===== src/rtl/ram_dp_arbiter.sv =====
// ram_dp_arbiter
// ---------------------------------------------------------------------------
// Round-robin arbiter that shares one true dual-port RAM among NumReq
// requesters. Each cycle it picks up to two requests: the first valid one
// in search order goes to port A, and the next compatible one goes to port B.
// Read responses come back a fixed RdLat cycles after the grant. They are
// steered to the issuing requester by a small {valid, id} shift register on
// each port.
//
// Parameters
//   NumReq     number of requesters (2..8)
//   AddrWidth  RAM address width
//   DataWidth  RAM data width
//   Pipelined  0/1; must match the RAM instance, read latency = 1 + Pipelined
//
// Ports
//   clk_i                       common clock shared with the RAM
//   rst_i                       synchronous active-high reset
//   req_valid_i  [NumReq]       request pending per requester
//   req_ready_o  [NumReq]       request accepted this cycle
//   req_we_i     [NumReq]       1 = write, 0 = read
//   req_addr_i   [NumReq*AW]    flattened addresses, slice i = requester i
//   req_data_i   [NumReq*DW]    flattened write data
//   rsp_valid_o  [NumReq]       read data valid pulse
//   rsp_data_o   [NumReq*DW]    flattened read data, meaningful with valid
//   ram_re_*_o / ram_we_*_o     RAM port read / write enables
//   ram_addr_*_o                RAM port address (read and write)
//   ram_data_*_o                RAM port write data
//   ram_data_*_i                RAM port read data
// ---------------------------------------------------------------------------
module ram_dp_arbiter #(
  parameter int NumReq    = 4,
  parameter int AddrWidth = 16,
  parameter int DataWidth = 32,
  parameter int Pipelined = 0
) (
  input  logic                          clk_i,
  input  logic                          rst_i,
  input  logic [NumReq-1:0]             req_valid_i,
  output logic [NumReq-1:0]             req_ready_o,
  input  logic [NumReq-1:0]             req_we_i,
  input  logic [NumReq*AddrWidth-1:0]   req_addr_i,
  input  logic [NumReq*DataWidth-1:0]   req_data_i,
  output logic [NumReq-1:0]             rsp_valid_o,
  output logic [NumReq*DataWidth-1:0]   rsp_data_o,
  output logic                          ram_re_a_o,
  output logic                          ram_re_b_o,
  output logic                          ram_we_a_o,
  output logic                          ram_we_b_o,
  output logic [AddrWidth-1:0]          ram_addr_a_o,
  output logic [AddrWidth-1:0]          ram_addr_b_o,
  output logic [DataWidth-1:0]          ram_data_a_o,
  output logic [DataWidth-1:0]          ram_data_b_o,
  input  logic [DataWidth-1:0]          ram_data_a_i,
  input  logic [DataWidth-1:0]          ram_data_b_i
);

  localparam int IdW   = (NumReq > 1) ? $clog2(NumReq) : 1;
  localparam int RdLat = 1 + Pipelined;

  genvar gi;

  // -------------------------------------------------------------------------
  // Unpack the flattened request buses into per-requester arrays
  // -------------------------------------------------------------------------
  logic [AddrWidth-1:0] addr_arr  [NumReq];
  logic [DataWidth-1:0] wdata_arr [NumReq];

  for (gi = 0; gi < NumReq; gi++) begin : g_unpack
    assign addr_arr[gi]  = req_addr_i[gi*AddrWidth +: AddrWidth];
    assign wdata_arr[gi] = req_data_i[gi*DataWidth +: DataWidth];
  end

  // (base + off) modulo NumReq; off never exceeds NumReq-1, so one
  // conditional subtraction is enough.
  function automatic logic [IdW-1:0] wrap_inc(input logic [IdW-1:0] base,
                                              input int              off);
    int sum;
    sum = int'(base) + off;
    if (sum >= NumReq) sum = sum - NumReq;
    return IdW'(sum);
  endfunction

  // -------------------------------------------------------------------------
  // Round-robin pointer and grant selection
  // -------------------------------------------------------------------------
  logic [IdW-1:0] ptr_reg, ptr_next;
  logic           grant_a, grant_b;
  logic [IdW-1:0] id_a, id_b;

  // Walk the search order once. The first valid requester takes port A. Every
  // later valid requester is a B candidate until one survives the hazard
  // check: same address with either side writing is never co-granted.
  always_comb begin
    logic [IdW-1:0] cand;
    grant_a = 1'b0;
    grant_b = 1'b0;
    id_a    = '0;
    id_b    = '0;
    cand    = '0;
    for (int k = 0; k < NumReq; k++) begin
      cand = wrap_inc(ptr_reg, k);
      if (req_valid_i[cand]) begin
        if (!grant_a) begin
          grant_a = 1'b1;
          id_a    = cand;
        end else if (!grant_b &&
                     !((addr_arr[cand] == addr_arr[id_a]) &&
                       (req_we_i[cand] || req_we_i[id_a]))) begin
          grant_b = 1'b1;
          id_b    = cand;
        end
      end
    end
  end

  // Priority moves to one past the last requester that was served.
  always_comb begin
    ptr_next = ptr_reg;
    if (grant_b) begin
      ptr_next = wrap_inc(id_b, 1);
    end else if (grant_a) begin
      ptr_next = wrap_inc(id_a, 1);
    end
  end

  always_ff @(posedge clk_i) begin
    if (rst_i) begin
      ptr_reg <= '0;
    end else begin
      ptr_reg <= ptr_next;
    end
  end

  // -------------------------------------------------------------------------
  // Per-port command drive (index 0 = port A, 1 = port B)
  // -------------------------------------------------------------------------
  logic [1:0]           port_gnt;
  logic [IdW-1:0]       port_id   [2];
  logic [1:0]           port_re;
  logic [1:0]           port_we;
  logic [AddrWidth-1:0] port_addr [2];
  logic [DataWidth-1:0] port_data [2];

  // Reset masks every grant so the RAM and requesters see an idle block.
  assign port_gnt   = {grant_b, grant_a} & {2{~rst_i}};
  assign port_id[0] = id_a;
  assign port_id[1] = id_b;

  for (gi = 0; gi < 2; gi++) begin : g_port
    assign port_we[gi]   = port_gnt[gi] &  req_we_i[port_id[gi]];
    assign port_re[gi]   = port_gnt[gi] & ~req_we_i[port_id[gi]];
    assign port_addr[gi] = port_gnt[gi] ? addr_arr[port_id[gi]]  : '0;
    assign port_data[gi] = port_gnt[gi] ? wdata_arr[port_id[gi]] : '0;
  end

  assign ram_re_a_o   = port_re[0];
  assign ram_re_b_o   = port_re[1];
  assign ram_we_a_o   = port_we[0];
  assign ram_we_b_o   = port_we[1];
  assign ram_addr_a_o = port_addr[0];
  assign ram_addr_b_o = port_addr[1];
  assign ram_data_a_o = port_data[0];
  assign ram_data_b_o = port_data[1];

  // A and B never share an id, so the two writes below never collide.
  always_comb begin
    req_ready_o = '0;
    if (port_gnt[0]) req_ready_o[id_a] = 1'b1;
    if (port_gnt[1]) req_ready_o[id_b] = 1'b1;
  end

  // -------------------------------------------------------------------------
  // Read-response tracking: RdLat-deep {valid, id} pipe per port
  // -------------------------------------------------------------------------
  logic [1:0]     tail_vld;
  logic [IdW-1:0] tail_id [2];

  for (gi = 0; gi < 2; gi++) begin : g_trk
    logic [RdLat-1:0] vld_reg;
    logic [IdW-1:0]   id_reg [RdLat];

    always_ff @(posedge clk_i) begin
      // Clearing the valids drops any reads still in flight.
      if (rst_i) begin
        vld_reg <= '0;
      end else begin
        vld_reg[0] <= port_re[gi];
        for (int s = 1; s < RdLat; s++) begin
          vld_reg[s] <= vld_reg[s-1];
        end
      end
      // Ids only matter alongside a valid bit, so they need no reset.
      id_reg[0] <= port_id[gi];
      for (int s = 1; s < RdLat; s++) begin
        id_reg[s] <= id_reg[s-1];
      end
    end

    assign tail_vld[gi] = vld_reg[RdLat-1] & ~rst_i;
    assign tail_id[gi]  = id_reg[RdLat-1];
  end

  // Route each port's read data to the requester named at its tail.
  for (gi = 0; gi < NumReq; gi++) begin : g_rsp
    logic hit_a, hit_b;
    assign hit_a = tail_vld[0] && (tail_id[0] == IdW'(gi));
    assign hit_b = tail_vld[1] && (tail_id[1] == IdW'(gi));
    assign rsp_valid_o[gi] = hit_a | hit_b;
    assign rsp_data_o[gi*DataWidth +: DataWidth] =
      hit_a ? ram_data_a_i : (hit_b ? ram_data_b_i : '0);
  end

endmodule


===== config.mk =====
export PLATFORM = sky130hd
export DESIGN_NAME = ram_dp_arbiter
export DESIGN_NICKNAME = d
export VERILOG_FILES = /design/src/rtl/ram_dp_arbiter.sv
export SDC_FILE = /design/constraint.sdc
export NUM_CORES = 1
export LEC_CHECK = 0
export CORE_AREA = 2 2 195 197
export CTS_BUF_LIST = sky130_fd_sc_hd__clkbuf_4
export DETAILED_ROUTE_END_ITERATION = 6
export DIE_AREA = 0 0 197 199
export PLACE_DENSITY = 0.67
export SETUP_SLACK_MARGIN = 0.4
export SYNTH_ARGS = -nofsm -noshare
export SYNTH_HDL_FRONTEND = slang
export SYNTH_SLANG_ARGS = --single-unit

===== constraint.sdc =====
create_clock -name clk_i -period 8.4 [get_ports clk_i]
set_input_delay 1.26 -clock clk_i [delete_from_list [all_inputs] [get_ports clk_i]]
set_output_delay 1.26 -clock clk_i [all_outputs]
set_load 0.01 [all_outputs]

## Word-level counts from Yosys, hierarchy flattened

Memories as Yosys holds them, arrays and structs flattened.
Index checks and enable logic that the tools add are counted.

- Reductions and logical operators: 25
- Order comparisons: 25
- Equal/unequal tests: 9
- Bitwise operators: 23
- Mux-type cells: 109
- Add/sub/neg operators: 11

Operators by type and width:

| operator | number |
|---|---|
| $mux W32 | 14 |
| $mux W16 | 18 |
| $bmux W16 S2 | 8 |
| $bmux W32 S2 | 2 |
| $eq A16 B16 Y1 | 3 |
| $mux W2 | 24 |
| $ge A3 B3 Y1 const B | 13 |
| $lt A2 B3 Y1 const B | 9 |
| $mux W1 | 27 |
| $bmux W1 S2 | 12 |
| $not A2 Y3 | 8 |
| $logic_and A1 B1 Y1 | 15 |
| $sub A2 B1 Y2 const B | 6 |
| $add A2 B1 Y3 const B | 3 |
| $eq A2 B2 Y1 const B | 4 |
| $mux W4 | 2 |
| $add A2 B2 Y3 const B | 2 |
| $and A1 B1 Y1 | 6 |
| $demux W1 S2 | 2 |
| $eq A2 B1 Y1 const B | 2 |
| $ge A2 B1 Y1 const B | 2 |
| $logic_not A1 Y1 | 4 |
| $logic_not A2 Y1 | 2 |
| $or A1 B1 Y1 | 4 |
| 6 further kinds | 10 |

- Output and inout port bits: 236
- Memories kept: 2
- Bits in writable memories: 4
- Input bits: 266
- Flip-flop bits (word level): 4

Memories:

| name | words | width | rd ports | clocked after Yosys merged registers in | write ports | RTL line | text |
|---|---|---|---|---|---|---|---|
| g_trk[0].id_reg | 1 | 2 | 1 | 0 | 1 | 181 | `logic [IdW-1:0] id_reg [RdLat];` |
| g_trk[1].id_reg | 1 | 2 | 1 | 0 | 1 | 181 |  |

## Longest topological paths before layout

Gate-level depths: netlist of run 1.

- Word-level depth: 30
- Depth in mapped cells: 26

## Worst setup path after synthesis of run 1

No wires, ideal clock.

- Kind: input to output
- Start: in req_valid_i[3]
- End: out ram_we_b_o
- Arrival time: 6.081 ns
- Path buffers: 4
- Data required time: 7.140 ns
- Cell stages on the path: 18
- Path slack: 1.059 ns
- Path through: clkbuf_1 -> and2_1 -> o21ai_2 -> buf_2 -> o21ai_0 -> ha_1 -> a21oi_2 -> mux4_2 -> xnor2_1 -> nand3_1 -> or4_1 -> o31a_1 -> buf_2 -> or4b_4 -> buf_6 -> mux2_4 -> a2111o_1 -> a21oi_1

- Longest elaborated chain between the ends: 25
- Elaborated cells on any way between the ends: 71
- Classes of those cells: eq/ne (3); mux (51); bitwise (5); reduce/logical (12)

Ends and longest elaborated chain:

| element | RTL line | text |
|---|---|---|
| start, declared | 39 | `input logic [NumReq-1:0] req_valid_i,` |
| $bmux W1 S2 | 103 | `if (req_valid_i[cand]) begin` |
| $mux W1 (implied by the code) | 103 |  |
| $mux W2 | 103 |  |
| $not A2 Y3 (implied by the code) | 108 | `!((addr_arr[cand] == addr_arr[id_a]) &&` |
| $bmux W16 S2 | 108 |  |
| $mux W16 (implied by the code) (2 in a row) | 108 |  |
| $eq A16 B16 Y1 | 108 |  |
| $logic_and A1 B1 Y1 | 108 |  |
| (+8 left out) | n/a |  |
| $logic_not A1 Y1 | 107 | `end else if (!grant_b &&` |
| $logic_and A1 B1 Y1 | 107 |  |
| $mux W2 | 107 |  |
| $mux W2 | 104 | `if (!grant_a) begin` |
| $mux W2 | 103 |  |
| $bmux W1 S2 | 151 | `assign port_we[gi] = port_gnt[gi] & req_we_i[port_id[gi]];` |
| $mux W1 (implied by the code) | 151 |  |
| $and A1 B1 Y1 * | 151 |  |
| end, declared | 49 | `output logic ram_we_b_o,` |

Every way passes the cells marked *; elsewhere a longest branch is shown, timed or not. The select of a mux whose other input is x is not followed.

## Final worst setup path of run 1

- Start: in req_valid_i[3]
- End: out ram_data_b_o[14]

- Longest elaborated chain between the ends: 27
- Elaborated cells on any way between the ends: 73
- Classes of those cells: eq/ne (3); mux (53); bitwise (5); reduce/logical (12)

Ends and longest elaborated chain:

| element | RTL line | text |
|---|---|---|
| $bmux W1 S2 | 103 |  |
| $mux W1 (implied by the code) | 103 |  |
| $mux W2 | 103 |  |
| $not A2 Y3 (implied by the code) | 108 |  |
| $bmux W16 S2 | 108 |  |
| $mux W16 (implied by the code) (2 in a row) | 108 |  |
| $eq A16 B16 Y1 | 108 |  |
| $logic_and A1 B1 Y1 | 108 |  |
| (+9 left out) | n/a |  |
| $logic_and A1 B1 Y1 | 107 |  |
| $mux W2 | 107 |  |
| $mux W2 | 104 |  |
| $mux W2 | 103 |  |
| $not A2 Y3 (implied by the code) | 154 | `assign port_data[gi] = port_gnt[gi] ? wdata_arr[port_id[gi]] : '0;` |
| $bmux W32 S2 | 154 |  |
| $mux W32 (implied by the code) (2 in a row) | 154 |  |
| $mux W32 * | 154 |  |
| end, declared | 53 | `output logic [DataWidth-1:0] ram_data_b_o,` |

Marked as above.

==> results of run 1 <==
## synth_stat cells (10+ instances only)
library cell,instances
o32ai_1,17
nor2b_1,36
buf_2,28
nand2_1,101
and3_1,15
o21ai_0,151
o221ai_1,65
nor2_1,146
inv_1,23
o2bb2ai_1,10
xnor2_1,28
mux4_2,41
a22o_1,138
o22ai_1,13
buf_1,22
a32o_1,34
o21a_1,16
nand3_1,26
mux2i_1,184
a21oi_1,102
mux2_2,65
a211oi_1,83
xor2_1,10
nor3_1,55
clkbuf_1,159
nand2b_1,86
## tightest hold or removal path, stage by stage (launching register included)
cell,delay (ns)
dfxtp_4,0.48
buf_4,0.40
nand2_1,0.13
a21oi_1,0.06
## repair_timing
item,in CTS,in global routing
setup endpoints to repair,53,54
setup buffers,2,3
gates resized for setup,6,79
pin swaps,2,6
## power by group
group,switching [uW],internal (uW),total [uW]
Clock,14.2,21.5,35.7
Combinational,2850,2240,5090
Sequential,55.2,58.0,113
Total,2920,2320,5240
## logic make-up (layout without fill, tap and decap cells)
kind of cell | count (synthesis) | after routing | synth area share [%]
AOI/OAI and AO/OA | 704 | 704 | 39.8
xor gates and xnor gates | 38 | 38 | 2.60
adders and majority gates | 2 | 2 | 0.176
buffers and inverters | 248 | 613 | 8.23
DFF | 8 | 8 | 1.25
muxes | 302 | 302 | 28.5
other | 0 | 1 | 0
and+or+nand+nor | 510 | 510 | 19.5
## worst max path at each step
stage                       end  slack, ns            from
3_5_place_dp    ram_data_b_o[3]       0.11  req_valid_i[3]
3_3_place_gp   ram_data_b_o[31]       0.11  req_valid_i[1]
4_1_cts         ram_data_b_o[3]       0.42  req_valid_i[3]
6_report       ram_data_b_o[14]       0.45  req_valid_i[3]
5_1_grt        ram_data_b_o[14]       0.32  req_valid_i[3]
2_1_floorplan        ram_we_b_o       1.06  req_valid_i[3]
## stage by stage
stage | std cells | instance area, um2 | worst slack, ns | total power (uW) | utilization, %
after floorplan | 1812 | 12800 | 1.06 | 3280 | -
after global placement | 2642 | 18200 | 0.110 | 4990 | 49.1
after detailed placement | 2642 | 18200 | 0.107 | 5050 | 49.1
after CTS | 2648 | 18300 | 0.423 | 5130 | 49.3
after global routing | 2652 | 18500 | 0.321 | 5600 | 49.9
final | 2652 | 18500 | 0.445 | 5240 | 49.9
## cell type report
type | count | area (um2) | area share (%)
diodes | 1 | 2.50 | 0.0135
clock buffers | 4 | 30.0 | 0.162
inverters | 24 | 91.3 | 0.493
multi-input cells | 1556 | 11800 | 63.6
flip-flops and latches | 8 | 165 | 0.891
well taps | 474 | 593 | 3.20
repair buffers | 585 | 5860 | 31.6
## layer usage
layer,global-route usage (%),share of wire (%),wire length (um)
met2,47.7,45,29700
met4,7.44,2.3,1530
met3,5.71,9.7,6360
met5,1.15,0.12,76
met1,43.5,43,27900
==> flow_summary.ini, run 1 <==
[final_layout]
largest_reg_flops = 4
final_common_cell = clkdlybuf4s50_1
finalNetCount = 2445
drive_gt1_share_pct = 11.4
final_cell_mix = clkdlybuf4s50_1 (462), mux2i_1 (184), nor2_1 (142), a22o_1 (138), o21ai_0 (134)
fillers = 3620
synthToLayoutAreaGrowth_pct = 44.7

[timing]
final-hold-violation-count = 0
tightest_slew_ns = 0.953
rsz0062_at_grt = true
setup_violations = 0
final_max_slew_viol_count = 0
whs_ns = 1.11
tns_ns = 0
fmax_mhz = 126
fin_crit_sh_pct = 94.7
clock_skew_ns = 0.00893
min_period_ns = 7.95
slew_headroom_pct = 36.4

[status]
outcome = complete, but fails checks
violations = design-rule violations

[flow_run]
maxCapViolCount = 0

[power]
power_density_nw_per_um2 = 283
leakage_uw = 0.00738
vdd_drop_max_v = 0.000168

[hold_path]
min_path_type = reg2reg
min_from = ptr_reg[0]
hold_depth = 3
min_to = ptr_reg[0]

[cts]
clk_pin_slew_worst_paths_ns = 0.06
clock_path_buffers = 2
clock_latency_ns = 0.26
cts_tree = done
postCtsHoldBufs = 0
cts_root_buf = clkbuf_4
cts_buffers = 3
cts_max_level = 1
cts_sinks = 8

[grt]
overflow = 0
grt_usage_pct = 30.7
grt_pass1_vias = 15400
grt_antenna_before_repair = 2
grt_start_max_net_pins = 98
grt_pass1_wl_um = 95700

[routing]
drcViolationCount = 2
dr.first_iter.drc_count = 1663
via_per_inst = 6.51
vias = 17300
first_pass_iters = 7
routed_wirelength_um = 65500
wire_per_inst_um = 24.7
ant_nets = 0

[place]
port_buffers = 501
place_congestion = 0.918
dpl.hpwl_um = 47400

[floorplanning]
core_region_area_um2 = 37100
fp-row-count = 71
dieWidth_um = 197
dieArea_um2 = 39200
ioPinCount = 502
die_h_um = 199
initial_core_util_pct = 34.5

[synthesis]
yosys-top-cells-area = mux2i_1 (14%), a22o_1 (9.4%), mux4_2 (7.2%), o21ai_0 (5.9%), mux2_2 (5.7%)
synthArstFlopShare_pct = 0
ys_seq_area_share_pct = 1.25
ys_seq_elements = 8
synth.distinct_cells = 77
synth_area_um2 = 12800
synth_ff_type = dfxtp_1
synth_warnings = 0
synth_top_area_cell = mux2i_1
synth_edf_count = 0
synth.avg_cell_area_um2 = 7.07
synth_cells = 1812
synth_top_area_share_pct = 14.4
synth.net_count = 2079

[setup_path]
reg2reg_from = ptr_reg[0]
crit_slowest_cell = mux4_2
path_class = in2out
cp_num_cells = 18
start_kind = input pin
rrSetupSlack_ns = 3.28
cp_num_buf_inv = 6
worstPathArrival_ns = 6.69
reg2reg_depth = 14
r2r-end = g_trk[1].vld_reg
cp_top_family = buffers and inverters
worstPathMaxFanout = 24
crit_required_ns = 7.14
max_stage_delay_ns = 0.60
crit_path_cell_trace = clkdlybuf4s50_1 -> buf_4 -> mux4_2 -> mux2_4 -> or3_1 -> nand2_4 -> a21oi_1 -> xnor2_1 -> nor4_2 -> nand4_1 -> or4b_4 -> buf_12 -> buf_4 -> buf_12 -> mux2i_1 -> o21ai_1 -> a32o_2 -> clkdlybuf4s50_1
critPathCaptureType = output port
Note: power is estimated with default switching activity, not from simulation.
==> run 2, diff against run 1 <==
clock period = 7.7 ns   (was 8.4 ns; I/O delays follow)
==> run 2 against run 1 <==
The flow now finishes without violations. Final area grew 2.0%. Final cell count grew 1.9%. Setup slack lost 0.054 ns. Sequential share of layout area is essentially flat. Worst hold slack lost 0.12 ns. Critical endpoint is now ram_data_b_o[13]. Largest cell class unchanged.
==> flow_summary.ini, run 2 (same netlist as run 1, synthesis figures left out) <==
[final_layout]
drive_gt1_share_pct = 14.6
insertedDiodeCount = 0
finalNetCount = 2496
largest_reg_flops = 4
final_cell_mix = clkdlybuf4s50_1 (446), mux2i_1 (184), o21ai_0 (143), nor2_1 (142), a22o_1 (138)
final_common_cell = clkdlybuf4s50_1
fillers = 3602
synthToLayoutAreaGrowth_pct = 47.6

[timing]
slew_headroom_pct = 22.1
clock_skew_ns = 0.00775
fin_crit_sh_pct = 94.9
min_period_ns = 7.31
final-hold-violation-count = 0
setup_violations = 0
final_max_slew_viol_count = 0
rsz0062_at_grt = true
fmax_mhz = 137
worst_slack_ns = 0.391
tns_ns = 0
tightest_slew_ns = 1.16

[flow_run]
maxCapViolCount = 0

[routing]
routed_wirelength_um = 67300
wire_per_inst_um = 24.9
ant_nets = 0
via_per_inst = 6.51
vias = 17600
first_pass_iters = 6
dr.first_iter.drc_count = 1645
drcViolationCount = 0

[power]
vdd_drop_max_v = 0.000206
power_density_nw_per_um2 = 314
clkPwrFrac_pct = 0.6
comb_power_share_pct = 97.4
net-switching-power_uw = 3270
leakage_uw = 0.00725
seqPwrFrac_pct = 2.0
p_int_uw = 2670
swShare_pct = 55.1

[floorplanning]
initial_core_util_pct = 34.5
die_h_um = 199
core_region_area_um2 = 37100
dieArea_um2 = 39200
fp-row-count = 71
ioPinCount = 502
dieWidth_um = 197

[cts]
cts_root_buf = clkbuf_4
cts_sinks = 8
clock_path_buffers = 2
clock_latency_ns = 0.24
cts_buffers = 3
cts_tree = done
cts_max_level = 1
clk_pin_slew_worst_paths_ns = 0.05

[grt]
grt_antenna_before_repair = 2
overflow = 0
grt_pass1_vias = 16200
grt_usage_pct = 32.0
grt_start_max_net_pins = 171
grt_pass1_wl_um = 99600

[place]
port_buffers = 501
place_congestion = 0.959
place_ws_ns = -0.104
dpl.hpwl_um = 49000

[status]
outcome = complete, no violations

[setup_path]
critPathCaptureType = output port
worstPathArrival_ns = 6.15
path_class = in2out
crit_required_ns = 6.55
start_kind = input pin
worstPathMaxFanout = 28

[hold_path]
min_path_type = reg2reg
-- run 2: cell types whose count changed in the layout (fill, tap and decap cells not counted), sizes merged --
| cell | change |
|---|---|
| diode | -1 |
| dlygate4sd2 | +31 |
| clkbuf | +14 |
| clkdlybuf4s50 | -16 |
| buf | +52 |
| clkdlybuf4s15 | +7 |
| dlymetal6s2s | -37 |
-- run 2: per-layer routing --
layer | up-vias | global-route usage (%) | part of all wire, %
met5 | - | 0 | 0.070
met4 | 4 | 8.91 | 2.8
met3 | 139 | 5.31 | 9.4
met2 | 1017 | 49.8 | 45
met1 | 8549 | 45.3 | 43
li1 | 7868 | - | -
-- run 2: what timing repair did --
| item | CTS | global route |
|---|---|---|
| gates resized for setup | 77 | 66 |
| setup endpoints to repair | 54 | 54 |
| setup buffers | 2 | 9 |
| pin swaps | 8 | 18 |
| gates cloned | 1 | 1 |
| hold buffers | 0 | 0 |
-- run 2: power groups by stage --
stage	Sequential [uW]	Clock (uW)	Combinational, uW
after floorplan	73.7	0	3510
after global placement	112	0	5580
after detailed placement	115	0	5640
after CTS	115	37.2	5620
after global routing	121	41.5	6180
final	117	35.5	5780
-- run 2: per-stage QoR --
stage / std cells / total power [uW] / area, um2 / util [%] / hold WS, ns
2_1_floorplan: 1812 / 3580 / 12800 / - / 1.05
3_3_place_gp: 2685 / 5700 / 18700 / 50.2 / 1.01
3_5_place_dp: 2685 / 5760 / 18700 / 50.2 / 1.03
4_1_cts: 2692 / 5780 / 18700 / 50.4 / 1.04
5_1_grt: 2702 / 6340 / 18900 / 50.9 / 1.10
6_report: 2702 / 5930 / 18900 / 50.9 / 0.988
-- run 2: final cells by class --
class	instances	area (um2)	share of cell area (%)
multi-input cells	1556	11800	62.5
repair buffers	636	6210	32.9
well taps	474	593	3.14
flip-flops and latches	8	165	0.874
inverters	24	91.3	0.483
clock buffers	4	30.0	0.159
-- run 2: worst max-delay path, cell delays in order --
cell,delay [ns]
clkdlybuf4s50_1,0.44
buf_6,0.16
mux4_2,0.54
a21oi_4,0.24
mux4_2,0.55
xnor2_2,0.14
nand3_1,0.09
or4_4,0.51
o31a_4,0.37
or4b_4,0.60
o21ba_4,0.28
buf_4,0.14
nor2_4,0.16
buf_12,0.23
a32o_1,0.22
dlygate4sd2_1,0.29
-- run 2: final timing paths --
kind,from,to,slack (ns),cells past startpoint
worst max-delay path,req_valid_i[2],ram_data_b_o[13],0.39,16
worst min-delay path,ptr_reg[0],ptr_reg[0],0.99,3
worst max register to register,ptr_reg[0],ptr_reg[1],2.58,18
worst min register to register,ptr_reg[0],ptr_reg[0],0.99,3
==> run 3, diff against run 2 <==
--- a/constraint.sdc
+++ b/constraint.sdc
@@ -3,2 +3,2 @@
 set_output_delay 1.155 -clock clk_i [all_outputs]
-set_load 0.01 [all_outputs]
+set_load 0.05 [all_outputs]
==> run 3 against run 2 <==
Power grew 28%. Routed wire length shrank 3.0%. Global-route usage shrank 1.1 points. Sequential power is essentially flat. Critical endpoint is now ram_addr_b_o[12]. Largest cell class unchanged.
==> flow_summary.ini, run 3 (same netlist as run 1, synthesis figures left out) <==
[status]
outcome = complete, no violations

[final_layout]
final_cell_mix = clkdlybuf4s50_1 (393), mux2i_1 (183), o21ai_0 (148), nor2_1 (141), a22o_1 (133)
fillers = 3482
fin_area_um2 = 19700
final_common_cell = clkdlybuf4s50_1
largest_reg_flops = 4
synthToLayoutAreaGrowth_pct = 54.0
drive_gt1_share_pct = 18.1
finalNetCount = 2442

[grt]
grt_start_max_net_pins = 122
overflow = 0
grt_usage_pct = 30.9
grt_pass1_wl_um = 96700
grt_antenna_before_repair = 2
grt_pass1_vias = 16000

[floorplanning]
die_h_um = 199
core_region_area_um2 = 37100
initial_core_util_pct = 34.5
dieArea_um2 = 39200
ioPinCount = 502
dieWidth_um = 197
fp-row-count = 71

[power]
power_uw = 7600
vdd_drop_max_v = 0.000309
power_density_nw_per_um2 = 385
leakage_uw = 0.00757

[hold_path]
min_path_type = reg2reg

[setup_path]
crit_path_cell_trace = dlygate4sd2_1 -> and2_4 -> o21ai_2 -> o21ai_1 -> ha_1 -> a21oi_4 -> mux4_2 -> xnor2_2 -> nand3_1 -> or4_4 -> o31a_4 -> or4b_4 -> buf_4 -> bufbuf_16 -> mux2_2 -> a211oi_1 -> a22o_2 -> buf_12
cp_num_buf_inv = 4
worstPathMaxFanout = 21
start_kind = input pin
crit_slowest_cell = or4b_4
worstPathArrival_ns = 6.01
path_class = in2out
critPathCaptureType = output port
max_stage_delay_ns = 0.66
crit_required_ns = 6.55
cp_top_family = simple AND/OR/NAND/NOR gates

[cts]
cts_buffers = 3
clock_path_buffers = 2
cts_root_buf = clkbuf_4
clock_latency_ns = 0.25
cts_max_level = 1
cts_sinks = 8
clk_pin_slew_worst_paths_ns = 0.06
cts_tree = done

[place]
port_buffers = 501
post_dp_cell_area_um2 = 19400
place_congestion = 0.992
dpl.hpwl_um = 46200
place_ws_ns = 0.179

[timing]
tightest_slew_ns = 1.27
slew_headroom_pct = 15.4
fmax_mhz = 139
min_period_ns = 7.17
clock_skew_ns = 0.00946
fin_crit_sh_pct = 93.1
final-hold-violation-count = 0
rsz0062_at_grt = false
worst_slack_ns = 0.531
final_max_slew_viol_count = 0
setup_violations = 0
whs_ns = 1.29
tns_ns = 0

[routing]
wire_per_inst_um = 24.6
via_per_inst = 6.57
vias = 17400
routed_wirelength_um = 65300
ant_nets = 0
first_pass_iters = 6
dr.first_iter.drc_count = 2063
drcViolationCount = 0

[flow_run]
maxCapViolCount = 0
==> run 3: changes by cell type in the layout (fill, tap and decap cells not counted), moves of 6 or more <==
cell             before  now
o2bb2ai_4             0    7
a32o_2                3   30
clkbuf_2             13    0
buf_12               17  111
a32o_1               31    4
clkdlybuf4s50_1     446  393
buf_4               107   67
dlygate4sd2_1        32    1
clkdlybuf4s15_1       6    0
o2bb2ai_1             9    0
==> run 3: metal layers <==
metal  GRT usage (%)  share of wire [%]  vias up
li1                -                  -     7777
met1            42.1                 40     8425
met2            48.3                 45     1072
met3            7.21                 12      153
met4            9.44                3.4        0
met5               0                  0        -
==> run 3: final timing paths <==
check,start,endpoint,slack (ns),cells after the start
setup reg to reg,ptr_reg[0],g_trk[1].vld_reg,2.49,11
setup / recovery,req_valid_i[3],ram_addr_b_o[12],0.53,18
hold reg to reg,ptr_reg[1],ptr_reg[1],1.29,3
hold / removal,ptr_reg[1],ptr_reg[1],1.29,3
==> run 3: worst register-to-register path: cells and delay by family, from the launching register on <==
family | cells | cell delay, ns
compound gates | 3 | 1.08
xor+xnor | 1 | 0.16
buf+inv | 3 | 1.50
flops | 1 | 0.62
mux | 1 | 0.68
simple gates | 3 | 1.06
==> run 3: stage by stage <==
step	utilization [%]	cells
2_1_floorplan	-	1812
6_report	53.1	2651
5_1_grt	53.1	2649
3_3_place_gp	52.3	2636
3_5_place_dp	52.3	2636
4_1_cts	52.8	2643
==> run 3: repair_timing <==
item	CTS	global route
setup endpoints to repair	54	54
gates cloned	2	0
gates resized for setup	17	21
buffers inserted	1	5
pin swaps	6	10
hold buffers	0	0
==> run 3: final cells by class <==
class | instances | area (um2) | area share [%]
clock buffer | 4 | 30.0 | 0.152
multi-input combinational | 1556 | 12000 | 60.8
inverter | 24 | 91.3 | 0.463
sequential | 8 | 165 | 0.837
tap | 474 | 593 | 3.01
antenna | 3 | 7.51 | 0.0381
timing repair buffer | 582 | 6850 | 34.7
==> run 3: report_power, final <==
| group | total [uW] | switching [uW] | internal [uW] |
|---|---|---|---|
| Combinational | 7440 | 4350 | 3090 |
| Sequential | 119 | 55.3 | 63.3 |
| Clock | 37.6 | 14.3 | 23.3 |
| Total | 7600 | 4420 | 3170 |
